==> src/rtl/ivx_sequencer.sv <==
// ivx_sequencer: four-phase program sequencer with page register, CALL/RET
// return stack and optional memory wait states.
// Optional feature macro: IVX_WAIT_EN (ready_i low holds phase 3).
module ivx_sequencer #(
   parameter int AW          = 13,
   parameter int STACK_DEPTH = 4
) (
   input  logic          clk,
   input  logic          reset,
   input  logic [15:0]   instr_i,
   input  logic [7:0]    src_value_i,
   input  logic          ready_i,
   output logic [AW-1:0] A,
   output logic [15:0]   instr_o,
   output logic [1:0]    phase_o,
   output logic          mclk_o,
   output logic          stk_ovf_o,
   output logic          stk_unf_o
);

   // page is only meaningful above 13 address bits; keep one dummy bit otherwise
   localparam int PW  = (AW > 13) ? AW - 13 : 1;
   localparam int IW  = $clog2(STACK_DEPTH);
   localparam int SPW = IW + 1;

   typedef enum logic [1:0] {
      PH_FETCH = 2'd0,
      PH_EXEC  = 2'd1,
      PH_ADDR  = 2'd2,
      PH_MEM   = 2'd3
   } phase_t;

   phase_t         phase_q, phase_d;
   logic [AW-1:0]  pc_q, pc_d;
   logic [AW-1:0]  a_q, a_d;
   logic [AW-1:0]  xtgt_q, xtgt_d;
   logic [PW-1:0]  page_q, page_d;
   logic [15:0]    instr_q, instr_d;
   logic [SPW-1:0] sp_q, sp_d;
   logic [IW-1:0]  wp_q, wp_d;
   logic [AW-1:0]  stk_q [STACK_DEPTH];
   logic [AW-1:0]  stk_d [STACK_DEPTH];
   logic           mclk_q, mclk_d;
   logic           ovf_q, ovf_d;
   logic           unf_q, unf_d;

   // Decode of the latched instruction
   logic [2:0]    op;
   logic          is_call, is_ret, is_setpage, is_xec, stk_full;
   logic [AW-1:0] pc_inc, pg8_tgt, nzt_tgt, xec_tgt, jmp_tgt;
   logic [4:0]    xsum5;
   logic [7:0]    xsum8;
   logic [IW-1:0] pop_idx;

   assign op         = instr_q[15:13];
   assign is_call    = (instr_q[15:8] == 8'hC9);
   assign is_ret     = (instr_q[15:8] == 8'hCD);
   assign is_setpage = (instr_q[15:8] == 8'hCE);
   assign is_xec     = (op == 3'b100);
   assign stk_full   = (sp_q == SPW'(STACK_DEPTH));
   assign pop_idx    = wp_q - IW'(1);

   assign pc_inc  = pc_q + AW'(1);
   assign pg8_tgt = {pc_q[AW-1:8], instr_q[7:0]};
   assign nzt_tgt = instr_q[12] ? {pc_q[AW-1:5], instr_q[4:0]} : pg8_tgt;
   // XEC offsets wrap inside their field; no carry into the upper PC bits
   assign xsum5   = src_value_i[4:0] + instr_q[4:0];
   assign xsum8   = src_value_i + instr_q[7:0];
   assign xec_tgt = instr_q[12] ? {pc_q[AW-1:5], xsum5} : {pc_q[AW-1:8], xsum8};

   if (AW > 13) begin : g_page
      assign jmp_tgt = {page_q, instr_q[12:0]};
   end else begin : g_nopage
      logic unused_page;
      assign jmp_tgt     = instr_q[12:0];
      assign unused_page = ^page_q;
   end

`ifndef IVX_WAIT_EN
   logic unused_ready;
   assign unused_ready = ready_i;
`endif

   // Next-state logic for the phase machine, PC, address, stack and flags
   always_comb begin
      phase_d = phase_q;
      pc_d    = pc_q;
      a_d     = a_q;
      xtgt_d  = xtgt_q;
      page_d  = page_q;
      instr_d = instr_q;
      sp_d    = sp_q;
      wp_d    = wp_q;
      stk_d   = stk_q;
      ovf_d   = ovf_q;
      unf_d   = unf_q;
      unique case (phase_q)
         PH_FETCH: begin
            instr_d = instr_i;
            phase_d = PH_EXEC;
         end
         PH_EXEC: begin
            phase_d = PH_ADDR;
            if (is_call) begin
               // circular stack: a push while full overwrites the oldest slot
               stk_d[wp_q] = pc_inc;
               wp_d        = wp_q + IW'(1);
               if (stk_full) ovf_d = 1'b1;
               else          sp_d  = sp_q + SPW'(1);
               pc_d = pg8_tgt;
            end else if (is_ret) begin
               if (sp_q == '0) begin
                  unf_d = 1'b1;
                  pc_d  = pc_inc;
               end else begin
                  wp_d = pop_idx;
                  sp_d = sp_q - SPW'(1);
                  pc_d = stk_q[pop_idx];
               end
            end else if (is_setpage) begin
               if (AW > 13) page_d = instr_q[PW-1:0];
               pc_d = pc_inc;
            end else begin
               case (op)
                  3'b111:  pc_d   = jmp_tgt;
                  3'b101:  pc_d   = (src_value_i != 8'd0) ? nzt_tgt : pc_inc;
                  3'b100:  xtgt_d = xec_tgt;  // PC held so execution resumes at XEC+1
                  default: pc_d   = pc_inc;
               endcase
            end
         end
         PH_ADDR: begin
            a_d     = is_xec ? xtgt_q : pc_q;
            phase_d = PH_MEM;
         end
         PH_MEM: begin
`ifdef IVX_WAIT_EN
            phase_d = ready_i ? PH_FETCH : PH_MEM;
`else
            phase_d = PH_FETCH;
`endif
         end
      endcase
      mclk_d = (phase_d == PH_MEM);
   end

   // State registers with synchronous active-low reset; stack contents dropped
   always_ff @(posedge clk) begin
      if (!reset) begin
         phase_q <= PH_FETCH;
         pc_q    <= '0;
         a_q     <= '0;
         xtgt_q  <= '0;
         page_q  <= '0;
         instr_q <= '0;
         sp_q    <= '0;
         wp_q    <= '0;
         mclk_q  <= 1'b0;
         ovf_q   <= 1'b0;
         unf_q   <= 1'b0;
         for (int i = 0; i < STACK_DEPTH; i++) stk_q[i] <= '0;
      end else begin
         phase_q <= phase_d;
         pc_q    <= pc_d;
         a_q     <= a_d;
         xtgt_q  <= xtgt_d;
         page_q  <= page_d;
         instr_q <= instr_d;
         sp_q    <= sp_d;
         wp_q    <= wp_d;
         mclk_q  <= mclk_d;
         ovf_q   <= ovf_d;
         unf_q   <= unf_d;
         stk_q   <= stk_d;
      end
   end

   assign A         = a_q;
   assign instr_o   = instr_q;
   assign phase_o   = phase_q;
   assign mclk_o    = mclk_q;
   assign stk_ovf_o = ovf_q;
   assign stk_unf_o = unf_q;

endmodule

==> config.mk <==
export PLATFORM = sky130hd
export DESIGN_NAME = ivx_sequencer
export DESIGN_NICKNAME = d
export VERILOG_FILES = /design/src/rtl/ivx_sequencer.sv
export SDC_FILE = /design/constraint.sdc
export NUM_CORES = 1
export LEC_CHECK = 0
export CORE_AREA = 5 5 83 161
export DETAILED_ROUTE_END_ITERATION = 6
export DIE_AREA = 0 0 88 166
export GPL_TIMING_DRIVEN = 0
export HOLD_SLACK_MARGIN = 0.06
export PLACE_DENSITY = 0.7
export SYNTH_ARGS = -nofsm -noshare
export SYNTH_HDL_FRONTEND = slang
export SYNTH_SLANG_ARGS = --single-unit
==> constraint.sdc <==
create_clock -name clk -period 3.82 [get_ports clk]
set_input_delay 1.146 -clock clk [delete_from_list [all_inputs] [get_ports clk]]
set_output_delay 1.146 -clock clk [all_outputs]
set_load 0.01 [all_outputs]
Word-level counts from Yosys, hierarchy flattened:

Cells that the tools add are included.
Widths: inputs -> output; s select.

* register bits after elaboration: 117
* output and inout bits: 34

* $add $sub $neg: 7
* $lt $le $gt $ge: 3
* eq/ne operators: 17
* muxes and demuxes: 23
* bitwise logic cells: 5
* reductions and logical operators: 14

Operator list (count)
* $mux 13: 8
* $bwmux 52: 1
* $pmux 13 s3: 1
* $bmux 13 s2: 1
* $demux 13 s2: 1
* $eq 8x8->1 const B: 3
* $mux 8: 3
* $add 13x1->13 const B: 1
* $eq 3x3->1 const B: 4
* $mux 3: 4
* $reduce_and 4->1: 3
* $reduce_and 3->1: 3
* $add 8x8->8: 1
* $ne 4x4->1 const B: 2
* $pmux 2 s4: 1
* $reduce_bool 8->1: 1
* $eq 2x2->1 const B: 3
* $ge 3x3->1 const B: 2
* $mux 2: 3
* $ne 6x6->1 const B: 1
* $not 2->3: 2
* $add 5x5->5: 1
* $reduce_and 5->1: 1
* $ne 2x2->1 const B: 2
* other kinds (13): 16

Depth between registers and ports, before layout:

Gate-level depths: netlist of run 1.

* depth in word-level cells: 8
* depth in mapped cells: 11

Worst setup path after synthesis of run 1:

Ideal clock, no wire load.

* path type: reg2reg
* start point: register wp_q[0]
* end point: register pc_q[3]
* arrival time: 2.550 ns
* setup slack: 1.134 ns
* stages on the path, launching flop included: 10
* clock period less this slack: 2.686 ns
* path through: dfxtp_1 clkbuf_1 buf_2 inv_1 ha_1 clkbuf_1 buf_2 mux4_2 a2bb2oi_1 a31oi_1

* word-level cells in the longest chain between the ends: 8

Ends and longest elaborated chain
* start, declared: line 40 `logic [IW-1:0] wp_q, wp_d;`
* start signal, assigned: line 170 `wp_q <= wp_d;`
* $sub 2x1->2: line 61 `assign pop_idx = wp_q - IW'(1);`
* named net pop_idx[0]: line 53 `logic [IW-1:0] pop_idx;`
* $not 2->3 (not written as such): line 118 `pc_d = stk_q[pop_idx];`
* $bmux 13 s2: line 118
* $mux 13 (not written as such) (2 in series): line 118
* $mux 13: line 112 `if (sp_q == '0) begin`
* $mux 13: line 111 `end else if (is_ret) begin`
* $mux 8: line 104 `if (is_call) begin`
* end signal, assigned: line 164 `pc_q <= pc_d;`
* end, declared: line 34 `logic [AW-1:0] pc_q, pc_d;`

The timed path passes the listed nets, and every way through them passes these cells. The select of a mux whose other input is x is not followed.
A chain may end at the register's enable or synchronous reset.

Worst setup path in the final report of run 1:

* start point: register wp_q[0]
* end point: register pc_q[10]

* word-level cells in the longest chain between the ends: 7

Ends and longest elaborated chain (line)
* $sub 2x1->2: 61
* named net pop_idx[0]: 53
* $not 2->3 (not written as such): 118
* $bmux 13 s2: 118
* $mux 13 (not written as such) (2 in series): 118
* $mux 13: 112
* $mux 13: 111

The timed path passes the listed nets, and every way through them passes these cells. The select of a mux whose other input is x is not followed.

==> results of run 1 <==
[layout make-up]
type,instances,area share [%]
repair buffers,59,8.24
well taps,147,2.57
clock inverters,14,1.62
plain buffers,48,3.60
inverters,12,0.628
flip-flops and latches,117,32.7
clock buffers,18,5.99
multi-input cells,462,44.7
[per-layer routing]
layer  part of all wire (%)  GRT usage, %  vias to the layer above  wire [um]
met2                     54          45.9                      212       9830
met5                      0             0                        -          0
met1                     34          25.1                     2478       6170
met4                    6.8          16.8                        0       1230
met3                    4.8          5.41                       76        875
li1                       -             -                     2457          -
[path summary, 6_finish.rpt]
path | endpoint | cells past startpoint
max | pc_q[10]$_SDFFE_PN0P_ | 10
min | xtgt_q[4]$_SDFFE_PN0P_ | 2
max reg2reg | pc_q[10]$_SDFFE_PN0P_ | 10
min reg2reg | xtgt_q[4]$_SDFFE_PN0P_ | 2
[power by group]
group / leakage [nW] / switching, mW / internal (mW)
Combinational: 1.30 / 0.576 / 0.456
Clock: 0.251 / 0.627 / 0.843
Sequential: 0.950 / 0.159 / 1.34
Total: 2.50 / 1.36 / 2.64
[critical path, stage by stage, from the launching register on]
cell and delay [ns]:
dfxtp_1 0.39, clkbuf_1 0.38, buf_2 0.39, inv_1 0.15, ha_1 0.30, clkbuf_1 0.39, buf_2 0.41, mux4_2 0.35
a21boi_0 0.21, o32a_1 0.19, a31oi_1 0.09
[metrics by stage]
step | hold slack [ns] | cells | cell area, um^2 | power, mW
finish | 0.453 | 877 | 7170 | 4.00
global route | 0.479 | 877 | 7170 | 4.18
CTS | 0.454 | 877 | 7170 | 4.01
detailed placement | 0.447 | 845 | 6620 | 2.54
global placement | 0.435 | 845 | 6620 | 2.52
floorplan | 0.429 | 639 | 5850 | 2.12
[placed cells by master (no fill, tap or decap), types with 9 or more instances in the layout]
cell	synthesis	routed
a211oi_1	47	47
a21oi_1	34	34
a31oi_1	10	10
and3_1	9	9
buf_2	11	11
clkbuf_1	25	26
clkbuf_16	0	17
clkdlybuf4s50_1	0	59
dfxtp_1	117	117
ha_1	16	16
inv_1	11	11
mux2i_1	44	44
mux4_2	13	13
nand2_1	53	53
nand2b_1	9	9
nand3_1	12	12
nor2_1	98	98
o21ai_0	22	22
xnor2_1	9	9
[sequential cells by signal, indices dropped and copies added, names as in the netlist, 2 cells and up]
name and count:
stk_q 52, instr_o 16, A 13, pc_q 13
xtgt_q 13, sp_q 3, phase_o 2, wp_q 2
[synth_stat cells (3+ instances only)]
library cell,instances
nor2_1,98
o311a_1,3
a21oi_1,34
and3_1,9
buf_6,7
o21a_1,4
mux2i_1,44
clkbuf_1,25
nand2_1,53
or3_1,3
buf_4,3
ha_1,16
nand3_1,12
a211o_1,3
a211oi_1,47
buf_2,11
a211oi_2,3
nor4b_1,3
a31oi_1,10
o21ai_0,22
xor2_1,6
dfxtp_1,117
nor3_1,7
inv_1,11
and2_1,4
a2bb2oi_1,3
nor2b_1,5
mux4_2,13
xnor2_1,9
nand2b_1,9
o2111ai_1,4
[kinds of logic after synthesis]
kind of cell | count (synthesis) | synth area share [%]
compound gates | 152 | 17.8
xor+xnor | 15 | 2.25
fa+ha+maj | 18 | 4.11
buf+inv | 60 | 5.18
flops | 117 | 40.1
mux | 59 | 12.9
simple gates | 218 | 17.7
==> impl_metrics.env, run 1 <==
export IMPL_syn_area_per_cell_um2=9.15
export IMPL_routed_wl_um=18100
export IMPL_layout_nets=762
export IMPL_ctsResizeCount=0
export IMPL_status="completed"
export IMPL_synth_fp_nets=684
export IMPL_rsz0062_at_grt="no"
export IMPL_p_leak_nw=2.50
export IMPL_syn2layout_area_growth_pct=22.6
export IMPL_crit_start="wp_q[0]$_SDFFE_PN0P_"
export IMPL_fmax_ghz=0.293
export IMPL_synth_area_top_cells="dfxtp_1 40%, mux2i_1 7.5%, nor2_1 6.3%"
export IMPL_drtAntennaViolNets=0
export IMPL_fin_tns_setup_ns=0
export IMPL_path_max_fanout=10
export IMPL_min_delay_start="xtgt_q[4]$_SDFFE_PN0P_"
export IMPL_postCtsHoldBufs=0
export IMPL_clock_path_buffers=2
export IMPL_cts_clk_slew_worst_paths_ns=0.06
export IMPL_finalSetupViolCount=0
export IMPL_coreArea_um2=12100
export IMPL_die_h_um=166
export IMPL_dr_total_vias=5223
export IMPL_cts_tree="built"
export IMPL_grt_pass1_wl_um=28400
export IMPL_synth_seq_cells=117
export IMPL_synth_cell_area_um2=5850
export IMPL_utilization_pct=59.5
export IMPL_rows=57
export IMPL_drive_gt1_share_pct=10.5
export IMPL_worstSetupEndpointType="register"
export IMPL_ir_drop_mv=0.380
export IMPL_synth_top_area_share_pct=40.1
export IMPL_portBuffers=59
export IMPL_ios=61
export IMPL_syn_instance_count=639
export IMPL_multiInputGateArea_um2=3200
export IMPL_clock_latency_ns=0.42
export IMPL_grt_usage_pct=25.5
export IMPL_routed_via_density=5.96
export IMPL_period_share_pct=89.3
export IMPL_min_period_ns=3.41
export IMPL_die_area_um2=14600
export IMPL_overflow=0
export IMPL_place_gp_congestion=0.996
export IMPL_critPathKind="reg2reg"
export IMPL_ys_async_sr_fraction_pct=0
export IMPL_crit_path_start_kind="register"
export IMPL_drc=0
export IMPL_cts_root_buf="clkbuf_16"
export IMPL_drt_iter0_markers=335
export IMPL_antennaDiodeCount=0
export IMPL_nFillCells=1070
export IMPL_wl_per_cell_um=20.6
export IMPL_layout_setup_ws_ns=0.409
export IMPL_synth_top_cell_by_area="dfxtp_1"
export IMPL_dp_hpwl_um=14000
export IMPL_worst_pin_slew_ns=1.02
export IMPL_relSlewSlack_pct=31.1
export IMPL_drv_cap=0
export IMPL_clock_sinks=117
export IMPL_place_ws_ns=0.246
export IMPL_initial_utilization_pct=48.5
export IMPL_synth_edf_count=0
export IMPL_h_tree_depth=4
export IMPL_synth_cell_types=60
export IMPL_yosysSeqAreaShare_pct=40.1
export IMPL_dr_pass1_iters=5
export IMPL_ff_latch_area_um2=2340
export IMPL_hold_class="reg2reg"
export IMPL_cts_made_buffers=17
export IMPL_postCtsSetupBuffers=0
export IMPL_antenna_found_initial=0
export IMPL_finalHoldViolations=0
export IMPL_p_per_area_nw_per_um2=559
export IMPL_grt_max_degree=17
export IMPL_r2r_start="wp_q[0]$_SDFFE_PN0P_"
export IMPL_yosysWarnings=0
export IMPL_die_w_um=88
export IMPL_ys_flop_type="dfxtp_1"
export IMPL_first_global_vias=5346
export IMPL_critPathArrivalTime_ns=3.69
export IMPL_finalMaxSlewViolations=0
export IMPL_rrSetupSlack_ns=0.41
export IMPL_critPathRequiredTime_ns=4.10
export IMPL_clock_skew_final_ns=0.00931
(Power assumes the default switching activity.)
==> run 2, diff against run 1 <==
- SETUP_SLACK_MARGIN: unset -> 0.15
- SLEW_MARGIN: unset -> 15
==> results of run 2 <==
No change in the layout: final DEF, timing and power equal those of run 1.
